File: src/rtl/countdown12.sv
// countdown12: 12-state mixed-radix down counter (hi 0..2, lo 0..3) with borrow pulse.
// Optional feature: define COUNTDOWN12_AUTORELOAD_EN to reload and keep counting at the terminal edge.
module countdown12 #(
   parameter logic [3:0] RELOAD_DEFAULT = 4'b1011
) (
   input  logic       clk,
   input  logic       rst_n,
   input  logic       load,
   input  logic [3:0] ld_val,
   input  logic       en,
   output logic [3:0] val,
   output logic       br,
   output logic       busy,
   output logic       done
);

   typedef enum logic [1:0] {
      ST_IDLE = 2'd0,
      ST_RUN  = 2'd1,
      ST_DONE = 2'd2
   } state_t;

   state_t     state_r;
   state_t     state_s;
   logic [3:0] val_r;
   logic [3:0] val_s;
   logic [3:0] reload_r;
   logic [3:0] reload_s;
   logic       br_r;
   logic       br_s;
   logic       busy_r;
   logic       done_r;

   // A high digit of 3 is outside the encoding; clamp such loads to the top value.
   function automatic logic [3:0] sanitise(input logic [3:0] raw);
      logic [3:0] res;
      if (raw[3:2] == 2'b11) begin
         res = 4'b1011;
      end else begin
         res = raw;
      end
      return res;
   endfunction

   function automatic logic [3:0] decrement(input logic [3:0] cur);
      logic [3:0] res;
      if (cur[1:0] != 2'b00) begin
         res = {cur[3:2], cur[1:0] - 2'b01};
      end else begin
         res = {cur[3:2] - 2'b01, 2'b11};
      end
      return res;
   endfunction

   // Next-state, next-value and borrow decode; load overrides counting.
   always_comb begin
      state_s  = state_r;
      val_s    = val_r;
      reload_s = reload_r;
      br_s     = 1'b0;
      if (load) begin
         val_s    = sanitise(ld_val);
         reload_s = sanitise(ld_val);
         state_s  = ST_RUN;
      end else begin
         case (state_r)
            ST_IDLE: begin
               state_s = ST_IDLE;
            end
            ST_RUN: begin
               if (en) begin
                  if (val_r != 4'd0) begin
                     val_s = decrement(val_r);
                  end else begin
                     br_s = 1'b1;
`ifdef COUNTDOWN12_AUTORELOAD_EN
                     val_s   = reload_r;
                     state_s = ST_RUN;
`else
                     val_s   = 4'd0;
                     state_s = ST_DONE;
`endif
                  end
               end else begin
                  state_s = ST_RUN;
               end
            end
            ST_DONE: begin
               state_s = ST_DONE;
            end
            default: begin
               // Corrupted state: park in IDLE holding the last programmed start value.
               state_s = ST_IDLE;
               val_s   = reload_r;
            end
         endcase
      end
   end

   // State, value, reload and status registers.
   always_ff @(posedge clk or negedge rst_n) begin
      if (!rst_n) begin
         state_r  <= ST_IDLE;
         val_r    <= 4'd0;
         reload_r <= RELOAD_DEFAULT;
         br_r     <= 1'b0;
         busy_r   <= 1'b0;
         done_r   <= 1'b0;
      end else begin
         state_r  <= state_s;
         val_r    <= val_s;
         reload_r <= reload_s;
         br_r     <= br_s;
         busy_r   <= (state_s == ST_RUN);
         done_r   <= (state_s == ST_DONE);
      end
   end

   assign val  = val_r;
   assign br   = br_r;
   assign busy = busy_r;
   assign done = done_r;

endmodule

File: config.mk
export PLATFORM = sky130hd
export DESIGN_NAME = countdown12
export DESIGN_NICKNAME = d
export VERILOG_FILES = /design/src/rtl/countdown12.sv
export SDC_FILE = /design/constraint.sdc
export NUM_CORES = 1
export LEC_CHECK = 0
export ABC_AREA = 1
export CAP_MARGIN = 10
export CORE_MARGIN = 3
export CORE_UTILIZATION = 48
export DETAILED_ROUTE_END_ITERATION = 7
export GPL_TIMING_DRIVEN = 0
export PLACE_DENSITY = 0.75
export SLEW_MARGIN = 20
export SYNTH_ARGS = -nofsm -noshare
export SYNTH_HDL_FRONTEND = slang
export SYNTH_SLANG_ARGS = --single-unit
File: constraint.sdc
create_clock -name clk -period 1.6 [get_ports clk]
set_input_delay 0.4 -clock clk [delete_from_list [all_inputs] [get_ports clk]]
set_output_delay 0.4 -clock clk [all_outputs]
set_load 0.03 [all_outputs]
# Word level (Yosys, flattened, before mapping)
# Cells that the tools add are included.
[classes] reduce_logical=6 eq_ne=8 mux=14 add_sub_neg=2
[ops] cell="$mux W4" n=5
[ops] cell="$pmux W4 S2" n=1
[ops] cell="$eq A2 B2 Y1 const B" n=3
[ops] cell="$mux W2" n=3
[ops] cell="$eq A2 B1 Y1 const B" n=2
[ops] cell="$mux W1" n=4
[ops] cell="$ne A4 B4 Y1 const B" n=1
[ops] cell="$pmux W2 S2" n=1
[ops] cell="$reduce_bool A4 Y1" n=1
[ops] cell="$sub A2 B1 Y2 const B" n=2
[ops] cell="$ne A3 B3 Y1 const B" n=1
[ops] cell="$reduce_and A3 Y1" n=1
[ops] cell="$logic_not A2 Y1" n=1
[ops] cell="$ne A2 B1 Y1 const B" n=1
[ops] cell="$reduce_and A2 Y1" n=1
[ops] cell="$reduce_bool A2 Y1" n=1
[ops] cell="$reduce_or A2 Y1" n=1
[totals] register_bits=13 in_bits=8 word_cells=37 output_inout_bits=7

# Longest topological paths before layout
[logic_depth] ltp_word=6 mapped_depth=8

# Worst setup path before layout
# OpenSTA, ideal clock, no wires.
[synth_path] kind="reg-to-reg" start="register val_r[2] (netlist: val[2])" end="register done_r (netlist: done)" arrival_time_ns=1.169 setup_ns=0.116 period_less_slack_ns=1.285 n_path_buf=0 path_slack_ns=0.315 path_stages_with_launch=9 cell_sequence="dfrtp_1 > inv_1 > ha_1 > nand2_2 > nand2_1 > nand2_1 > nand2_1 > nand2_1 > nor2_1"
[synth_between] elab_chain_cells=6
[synth_lines] item="from (decl)" line_no="25" source="logic [3:0] val_r;"
[synth_lines] item="from (signal assigned)" line_no="111" source="val_r <= val_s;"
[synth_lines] item="$reduce_bool A4 Y1" line_no="72" source="if (val_r != 4'd0) begin"
[synth_lines] item="$mux W2" line_no="72"
[synth_lines] item="$mux W2" line_no="71" source="if (en) begin"
[synth_lines] item="$pmux W2 S2" line_no="66" source="case (state_r)"
[synth_lines] item="$mux W2" line_no="61" source="if (load) begin"
[synth_lines] item="$eq A2 B2 Y1" line_no="115" source="done_r <= (state_s == ST_DONE);"
[synth_lines] item="to (signal assigned)" line_no="115"
[synth_lines] item="to (decl)" line_no="32" source="logic done_r;"
# No other way between the ends.
# A chain may end at the register's enable or synchronous reset.

# Worst setup path in the final report
[layout_path] start="register val_r[0] (netlist: val[0])" end="output port val[0]"
[layout_rtl] item="to (decl)" line_no="11" source="output logic [3:0] val,"
# No word-level cell between the ends.

==> impl_metrics.csv <==
group,metric,value,unit
logic_synthesis,synth_common_cells,"nand2_1 (22), inv_1 (14), nor2_1 (11), dfrtp_1 (10)",
timing,setup_viol,0,
clock_network,cts.sinks,13,
logic_synthesis,synthesis.area,738,sq um
die,core_area,1370,sq um
die,num_rows,13,
grt,grt_pass1_vias,539,
worst_setup_path,cp_cell_sequence,"clkdlybuf4s15_1",
logic_synthesis,syn-num-nets,107,
logic_synthesis,syn_avg_cell_area,7.69,sq um
routing,drt_iter0_drc,7,
worst_setup_path,path_delay_family,"flip-flops",
worst_setup_path,crit_path_end_kind,"output port",
grt,track_usage,15.3,%
die,dieArea,2040,sq um
final_layout,nets,125,
final_layout,multi_input_area,325,sq um
timing,grt_setup_unrepaired,"no",
logic_synthesis,synth_edf_count,0,
clock_network,numCtsBuffers,3,
clock_network,clkTransAtPathRegs,0.09,ns
grt,antenna_found_initial,0,
logic_synthesis,synth_top_area_share,33.9,%
logic_synthesis,synthTopCellsByArea,"dfrtp_1 (34%), nand2_1 (11%), dfstp_2 (11%), inv_1 (7.1%), nor2_1 (5.6%)",
placed_design,numPortBuffers,13,
placed_design,place_congestion,0.778,
power,total_power,1.33,mW
routing,viasPerCell,4.80,
grt,grt_pass1_wl,2.19,mm
logic_synthesis,synth.yosys.seq_area_share,44.6,%
clock_network,h-tree-depth,1,
die,start_util,54.0,%
logic_synthesis,ys_warn_count,0,
routing,wl,1.32,mm
clock_network,hold_buffers,0,
worst_setup_path,start_kind,"register",
worst_setup_path,cp.required,1.20,ns
logic_synthesis,synth_ff_type,"dfrtp_1",
grt,grt_max_degree,14,
logic_synthesis,synth_top_cell_by_area,"dfrtp_1",
run_status,status,"complete, no violations",
worst_setup_path,crit_path_max_incr_delay,0.46,ns
routing,drc_errors,0,
die,ios,15,
timing,timing.slew.headroom,61.8,%
timing,drv_slew,0,
logic_synthesis,yosysMostFrequentCell,"nand2_1",
placed_design,dpl.hpwl,1.04,mm
final_layout,drive_above_1_share,19.5,%
timing,tightest_slew,0.572,ns
logic_synthesis,synthDistinctLibCells,20,
timing,min_period_over_period,96.2,%
clock_network,cts_root_buf,"clkbuf_4",
run,cap_viol_max_count,0,
final_layout,n_antenna_cell,0,
timing,hold_viol,0,
timing,holdWs,0.340,ns
routing,vias,615,
power,power.density,1460,nW/um^2
routing,post_drt_wl_per_cell,10.3,um
timing,fin_skew,0.00913,ns
final_layout,fill_cells,128,
clock_network,clockBufferDepth,2,
logic_synthesis,synthCells,96,
logic_synthesis,async_flop_share,100,%
final_layout,area_growth,23.1,%
routing,ant_nets,0,
die,chipWidth,45.2,um
worst_setup_path,crit_slowest_cell,"dfrtp_1",
timing,max_freq,650,MHz
worst_setup_path,cp.arrival,1.14,ns
die,die_h,45.2,um
clock_network,clkLatencyLatePin,0.28,ns
worst_setup_path,path_max_fanout,5,
power,total_leakage_power,0.496,nW
worst_hold_path,hp-class,"input port to register",
worst_setup_path,crit_type,"register to output port",
worst_setup_path,timing.critical_path.buf_inv,1,
final_layout,regArea,329,sq um
power,ir_drop,0.000968,V
grt,gr-total-overflow,0,
logic_synthesis,synth_seq_cells,13,
routing,first_pass_iters,4,
timing,layout_min_cycle_time,1.54,ns
timing,fin_tns_setup,0,ns
clock_network,cts_tree,"yes",
metal layers:
metal	GRT usage (%)	wire, um	vias to the layer above
li1	-	-	333
met1	20.6	672	266
met2	22.3	549	12
met3	2.39	60	4
met4	10.5	34	0
met5	0	0	-
repair_timing:
action | 4_1_cts | 5_1_grt
gates resized for setup | 7 | 2
setup endpoints to repair | 7 | 2
setup buffers | 0 | 0
endpoints found under the hold margin | 0 | 0
through the flow:
step	instance area [sq um]	util (%)	instances	setup slack, ns
after floorplan	738	-	96	0.315
after global placement	887	64.9	124	0.0638
final	908	66.5	128	0.0606
after global routing	908	66.5	128	0.0101
after CTS	906	66.3	128	0.0259
after detailed placement	887	64.9	124	0.0553
cells by family after synthesis:
logic type / Yosys count / share of synthesized area, %
adder cells (fa/ha/maj): 3 / 5.09
AND/OR/NAND/NOR: 51 / 31.7
buffers and inverters: 19 / 11.4
AO/OA/AOI/OAI: 10 / 7.29
flip-flops: 13 / 44.6
flip-flops by register name, summed over array words and instances, names as in the netlist:
signal    count
done          1
busy          1
state_r       2
br            1
val           4
reload_r      4
layout make-up:
cell class                      instances  area share, %
Clock buffer                            3           2.48
Tap cell                               15           2.07
Inverter                               18           7.99
Buffer                                  1           1.24
Multi-Input combinational cell         64           35.8
Clock inverter                          1          0.551
Sequential cell                        13           36.2
Timing Repair Buffer                   13           13.6
worst paths after layout:
path / start / endpoint / slack, ns / depth (start not counted)
worst max-delay path: val[0] / val[0] / 0.06 / 1
worst min-delay path: load / reload_r[1] / 0.34 / 2
worst max register to register: state_r[0] / val[0] / 0.25 / 7
worst min register to register: reload_r[2] / reload_r[2] / 0.49 / 2
max in group asynchronous: rst_n / reload_r[3] / 0.74 / 1
min in group asynchronous: rst_n / br / 0.48 / 1
layout by cell type (no fill, tap or decap):
| cell type | n |
|---|---|
| nand4_1 | 2 |
| ha_1 | 3 |
| clkinv_2 | 1 |
| a21oi_2 | 1 |
| dfstp_2 | 3 |
| inv_6 | 1 |
| nand2_2 | 5 |
| a21oi_1 | 2 |
| nor2_4 | 1 |
| nor2_1 | 11 |
| dfrtp_1 | 10 |
| inv_2 | 2 |
| clkdlybuf4s50_1 | 6 |
| nor2_2 | 4 |
| clkinv_1 | 1 |
| nand3_1 | 5 |
| clkdlybuf4s15_1 | 2 |
| nand2_1 | 22 |
| o21ai_1 | 2 |
| dlygate4sd2_1 | 5 |
| nor3_1 | 1 |
| clkbuf_4 | 3 |
| o21ai_0 | 5 |
| inv_1 | 14 |
| buf_6 | 1 |
report_power, final:
part | internal [mW] | switching [mW] | leakage [nW]
sequential | 0.408 | 0.0656 | 0.153
clock | 0.0927 | 0.112 | 0.0177
combinational | 0.230 | 0.421 | 0.325
(Power assumes the default switching activity.)
